[src/rtl/msk_and_ghpc_vec.sv]
`default_nettype none
// ============================================================================
//  Module   : msk_and_ghpc_vec
//  Purpose  : W independent first-order masked AND gates (2-share GHPC).
//             Each lane uses one fresh random bit and has a 2-cycle latency.
//             Output share 0 is the lane's random bit, delayed. Output share 1
//             is the precomputed table entry selected by the registered
//             share-1 operands.
//  Ports    : clk       - clock, rising edge
//             rst_n     - synchronous active-low reset (overrides en)
//             en        - pipeline advance; 0 holds every register
//             in_valid  - ina/inb/rnd carry a valid operand set
//             ina, inb  - 2*W shared operands, [W-1:0] share0, [2W-1:W] share1
//             rnd       - W fresh random bits, one per lane
//             out_valid - out holds a valid result
//             out       - 2*W sharing of ina&inb, same packing
//  Options  : define MSK_AND_GHPC_VEC_OUTZERO_EN to force out to 0 while
//             out_valid is low
//  Revision : 1.0 - initial release
// ============================================================================
module msk_and_ghpc_vec #(
  parameter int W = 8,
  parameter int d = 2
) (
  input  logic           clk,
  input  logic           rst_n,
  input  logic           en,
  input  logic           in_valid,
  input  logic [2*W-1:0] ina,
  input  logic [2*W-1:0] inb,
  input  logic [W-1:0]   rnd,
  output logic           out_valid,
  output logic [2*W-1:0] out
);

  // Only the 2-share construction is implemented.
  generate
    if (d != 2) begin : g_bad_d
      $error("msk_and_ghpc_vec: only d=2 is supported");
    end
  endgenerate

  logic [W-1:0]   w_out0;
  logic [W-1:0]   w_out1;
  logic [2*W-1:0] w_data;
  logic           r_vld1;
  logic           r_vld2;

  genvar i;
  generate
    for (i = 0; i < W; i++) begin : g_lane
      logic [3:0] w_t;
      logic [3:0] w_sel;
      logic       w_s;
      logic [3:0] r_t;
      logic       r_a1;
      logic       r_b1;
      logic       r_rnd1;
      logic       r_s;
      logic       r_rnd2;

      // Table of every possible share-1 value pair. Only share 0 is used
      // combinationally here. Share 1 waits in a register so that the two
      // shares never meet in the same combinational cone.
      always_comb begin
        w_t = '0;
        for (int k = 0; k < 4; k++) begin
          w_t[k] = ((ina[i] ^ k[1]) & (inb[i] ^ k[0])) ^ rnd[i];
        end
      end

      // Select the table entry with a one-hot mask and an XOR tree, not a
      // mux, so that no data-dependent glitches leak through the selection.
      assign w_sel = 4'b0001 << {r_a1, r_b1};
      assign w_s   = ^(r_t & w_sel);

      always_ff @(posedge clk) begin
        if (!rst_n) begin
          r_t    <= '0;
          r_a1   <= 1'b0;
          r_b1   <= 1'b0;
          r_rnd1 <= 1'b0;
          r_s    <= 1'b0;
          r_rnd2 <= 1'b0;
        end else if (en) begin
          r_t    <= w_t;
          r_a1   <= ina[W+i];
          r_b1   <= inb[W+i];
          r_rnd1 <= rnd[i];
          r_s    <= w_s;
          r_rnd2 <= r_rnd1;
        end
      end

      assign w_out0[i] = r_rnd2;
      assign w_out1[i] = r_s;
    end
  endgenerate

  always_ff @(posedge clk) begin
    if (!rst_n) begin
      r_vld1 <= 1'b0;
      r_vld2 <= 1'b0;
    end else if (en) begin
      r_vld1 <= in_valid;
      r_vld2 <= r_vld1;
    end
  end

  assign w_data    = {w_out1, w_out0};
  assign out_valid = r_vld2;

`ifdef MSK_AND_GHPC_VEC_OUTZERO_EN
  // Gating uses the registered valid only, so out stays a simple function
  // of registers.
  assign out = w_data & {(2*W){r_vld2}};
`else
  assign out = w_data;
`endif

endmodule
`default_nettype wire

[config.mk]
export PLATFORM = sky130hd
export DESIGN_NAME = msk_and_ghpc_vec
export DESIGN_NICKNAME = d
export VERILOG_FILES = /design/src/rtl/msk_and_ghpc_vec.sv
export SDC_FILE = /design/constraint.sdc
export NUM_CORES = 1
export LEC_CHECK = 0
export ABC_CLOCK_PERIOD_IN_PS = 1100
export BUFFER_PORTS_ARGS = -buffer_cell sky130_fd_sc_hd__buf_2
export CORE_ASPECT_RATIO = 1.4
export CORE_MARGIN = 3
export CORE_UTILIZATION = 50
export CTS_BUF_LIST = sky130_fd_sc_hd__clkbuf_16
export DETAILED_ROUTE_END_ITERATION = 16
export PLACE_DENSITY = 0.82
export SLEW_MARGIN = 20
export SYNTH_ARGS = -nofsm -noshare
export SYNTH_HDL_FRONTEND = slang
export SYNTH_SLANG_ARGS = --single-unit
[constraint.sdc]
create_clock -name clk -period 1.1 [get_ports clk]
set_input_delay 0.055 -clock clk [delete_from_list [all_inputs] [get_ports clk]]
set_output_delay 0.055 -clock clk [all_outputs]
set_load 0.005 [all_outputs]
=== After elaboration in Yosys (flattened, before gate mapping) ===
Index checks and enable logic that the tools add are counted.
Widths: inputs -> output; s select.

* Flip-flop bits (word level): 74
* Bits in latches: 0
* RAM bits: 0
* Bits in read-only memories: 0
* Input bits: 44
* Memories kept: 0

* Add/subtract/negate cells: 0
* Multiply operators: 0
* Divide/modulo/power cells: 0
* $lt $le $gt $ge: 0
* Equality and inequality tests: 0
* Shift operators: 8
* Multiplexer cells: 0
* Bitwise gates (word level): 88
* Reductions and logical operators: 8

{| class="wikitable"
|+ Operator list
! operator !! number
|-
| $and 1x1->1 || 32
|-
| $and 4x4->4 || 8
|-
| $reduce_xor 4->1 || 8
|-
| $shl 1x2->4 const A || 8
|-
| $xor 1x1->1 || 32
|-
| $not 1->1 || 16
|}

=== Logic depth before layout (Yosys ltp) ===
* Depth in word-level cells: 3
* Gate-level depth with buffers: 5
* Gate-level depth less buffers: 3

=== Least setup slack after synthesis ===
No wires, ideal clock.

* Kind: register to register
* Start: register g_lane[0].r_b1
* End: register g_lane[0].r_s
* Arrival: 0.986 ns
* Slack: -0.002 ns
* Cell stages (with the launch flop): 4
* Buffers on the path: 0
* Clock period less this slack: 1.102 ns
* Cell sequence: dfxtp_1 > mux4_2 > mux2i_1 > nor2b_1

* Word-level cells in the longest chain between the ends: 3

{| class="wikitable"
|+ Ends and longest elaborated chain
! item !! RTL line !! source
|-
| from (decl) || 57 || <nowiki>logic r_b1;</nowiki>
|-
| from (signal assigned) || 88 || <nowiki>r_b1 <= inb[W+i];</nowiki>
|-
| $shl 1x2->4 || 74 || <nowiki>assign w_sel = 4'b0001 << {r_a1, r_b1};</nowiki>
|-
| $and 4x4->4 || 75 || <nowiki>assign w_s = ^(r_t & w_sel);</nowiki>
|-
| $reduce_xor 4->1 || 75 ||
|-
| to (signal assigned) || 90 || <nowiki>r_s <= w_s;</nowiki>
|-
| to (decl) || 59 || <nowiki>logic r_s;</nowiki>
|}

Every way passes these cells.
A chain may end at the register's enable or synchronous reset.

=== Worst setup path after layout ===
* Start: register g_lane[1].r_b1
* End: register g_lane[1].r_s

* Word-level cells in the longest chain between the ends: 3

{| class="wikitable"
|+ Ends and longest elaborated chain
! item !! RTL line
|-
| from (decl) || 57
|-
| from (signal assigned) || 88
|-
| $shl 1x2->4 || 74
|-
| $and 4x4->4 || 75
|-
| $reduce_xor 4->1 || 75
|-
| to (signal assigned) || 90
|-
| to (decl) || 59
|}

Every way passes these cells.

==> impl_metrics.tcl <==
set metrics [dict create \
    yosysMostFrequentCell "dfxtp_1" \
    die_h_um 103 \
    p_leak_nw 1.68 \
    rows 34 \
    rsz0062_at_grt "yes" \
    coreArea_mm2 0.00638 \
    dpl.cell_count 430 \
    nets 424 \
    r2r_end "g_lane[1].r_s" \
    first_iter_violations 72 \
    reg2reg_slack_ns -0.04 \
    required_ns 1.31 \
    cp_max_fo 2 \
    min_to "r_vld1" \
    path_delay_family "multiplexers" \
    finalHoldViolCount 0 \
    grt_first_pass_wirelength_um 9000 \
    drt_pass1_iterations 4 \
    synth-main-ff-cell "dfxtp_1" \
    dp_slack_ns -0.0297 \
    finClkSkew_ns 0.00534 \
    htreeDepth 3 \
    holdPathStages 3 \
    violations "setup timing" \
    tritoncts "built" \
    rr_startpoint "g_lane[1].r_b1" \
    grt_max_degree 75 \
    vias 2306 \
    dp_hpwl_um 3680 \
    synthArstFlopShare_pct 0 \
    clk_pin_slew_ns 0.05 \
    diodes 0 \
    viasPerCell 5.05 \
    crit_chain "mux4_2 -> mux2i_1 -> nor2b_1" \
    cts_buffers 9 \
    fmax_ghz 0.880 \
    worstMarginPinSlew_ns 0.252 \
    synth_cell_types 14 \
    holdCritStartpoint "in_valid" \
    slew_headroom_pct 83.2 \
    insertion_delay_ns 0.32 \
    slew_violations 0 \
    syn_inst 338 \
    synth_top_cell_by_area "dfxtp_1" \
    nFillCells 530 \
    syn_nets 382 \
    synth-seq-area-share_pct 44.0 \
    avgSynthCellArea_um2 9.97 \
    period_share_pct 103 \
    instances_no_fill 457 \
    status "finished with violations" \
    startpoint_type "register" \
    cts_root_buf "clkbuf_16" \
    post_cts_resized 0 \
    period_minus_slack_ns 1.14 \
    chipWidth_um 75.4 \
    criticalPathCategory "reg -> reg" \
    holdCritPathClass "in -> reg" \
    synth_seq_cells 74 \
    setup_violations 8 \
    synthTopCellsByArea "dfxtp_1, mux2i_1, nor2b_1, xnor2_1, mux4_2" \
    synth_top_area_share_pct 44.0 \
    cts_sinks 74 \
    utilization_pct 62.2 \
    grt_usage_pct 15.1 \
    synth_edf_count 0 \
    max_cap_violations 0 \
    crit_slowest_cell "mux4_2" \
    place.gp.congestion 0.762 \
    ios 61 \
    yosysWarnings 0 \
    initial_core_util_pct 52.8 \
    drive_gt1_share_pct 24.2 \
    clockBufferDepth 2 \
    reg2reg_depth 3 \
    ir_drop_mv 1.08 \
    grt_antenna_before_repair 0 \
    area_growth_pct 17.9 \
    arrival_ns 1.34 \
    post_cts_buffers 0 \
    syn_area_mm2 0.00337 \
    grt_pass1_vias 2099 \
    ant_nets 0 \
    wire_per_inst_um 12.1 \
    critPathBufInv 0 \
    io_buffers 60 \
    post-route-drc-count 0 \
    finalWorstSetupSlack_ns -0.0358 \
    totalWireLength_um 5510 \
    end_kind "register" \
    globalRouteOverflowTotal 0 \
    cpPeakStageDelay_ns 0.48 \
    synth_common_cells "dfxtp_1, nor2b_1, mux2i_1" \
    dieArea_mm2 0.00777 \
    powerDensity_mw_per_mm2 1620 \
]
worst min-delay path: cells and delay by family:
family	cells	cell delay (ns)
and+or+nand+nor	1	0.09
muxes	1	0.06
buffers and inverters	1	0.08
area by class of cell:
cell class / count / area [um^2] / share of cell area, %
multi-input cells: 220 / 1620 / 40.9
clock buffers: 9 / 225 / 5.67
repair buffers: 75 / 480 / 12.1
clock inverters: 7 / 60.1 / 1.51
flip-flops and latches: 74 / 1490 / 37.6
well taps: 72 / 90.1 / 2.27
power by group:
group | total (mW) | switching, mW | internal (mW) | leakage [nW]
sequential | 2.95 | 0.0895 | 2.86 | 0.614
combinational | 0.751 | 0.336 | 0.415 | 0.925
clock | 2.74 | 1.01 | 1.72 | 0.142
sequential cells by signal, summed over array words and instances, names as in the netlist:
name	flops
g_lane.r_s	8
g_lane.r_t	32
g_lane.r_a1	8
out_valid	1
g_lane.r_rnd2	8
r_vld1	1
g_lane.r_b1	8
g_lane.r_rnd1	8
cell families after synthesis:
| kind of cell | share of synthesized area (%) |
|---|---|
| DFF | 44.0 |
| and+or+nand+nor | 12.6 |
| AOI/OAI and AO/OA | 9.51 |
| muxes | 17.8 |
| buffers and inverters | 7.80 |
| xor gates and xnor gates | 8.32 |
worst max-delay path by stage:
stage	cells after the start	startpoint	end	slack [ns]
floorplan	3	g_lane[0].r_b1	g_lane[0].r_s	0.02
global route	3	g_lane[1].r_b1	g_lane[1].r_s	-0.08
finish	3	g_lane[1].r_b1	g_lane[1].r_s	-0.04
global placement	3	g_lane[1].r_b1	g_lane[1].r_s	0.0009
detailed placement	3	g_lane[4].r_b1	g_lane[4].r_s	-0.03
CTS	3	g_lane[1].r_b1	g_lane[1].r_s	-0.04
metrics by stage:
| step | area [um^2] | setup TNS (ns) | hold slack, ns | power [mW] |
|---|---|---|---|---|
| floorplan | 3380 | 0 | 0.224 | 3.56 |
| global placement | 3580 | 0 | 0.313 | 3.71 |
| detailed placement | 3580 | -0.132 | 0.321 | 3.74 |
| CTS | 3970 | -0.191 | 0.00317 | 6.52 |
| global route | 3970 | -0.495 | 0.0341 | 6.73 |
| finish | 3970 | -0.150 | 0.00343 | 6.44 |
timing repair:
action | 4_1_cts | 5_1_grt
endpoints found under the hold margin | 11 | 0
setup endpoints to repair | 8 | 8
hold buffers | 11 | 0
placed cells by master (no fill, tap or decap):
cell type      netlist  routed
a21oi_1             32      32
buf_12               0       3
buf_2                9      59
buf_4               19       2
bufinv_16            0       1
clkbuf_16            0       9
clkinv_1             0       3
clkinv_2             0       2
clkinv_4             0       1
dfxtp_1             74      66
dfxtp_2              0       8
dlygate4sd3_1        0      11
mux2i_1             42      42
mux4_2               8       8
nand2_1              8       8
nor2_1               8       8
nor2b_1             58      58
o21ai_0             32      32
xnor2_1             24      24
xor2_1               8       8
layer usage:
metal	global-route usage [%]	wire [um]
met1	17.3	2390
met2	25.6	2800
met3	3.61	202
met4	7.67	113
met5	0	0
Power figures use the tool's default switching activity.
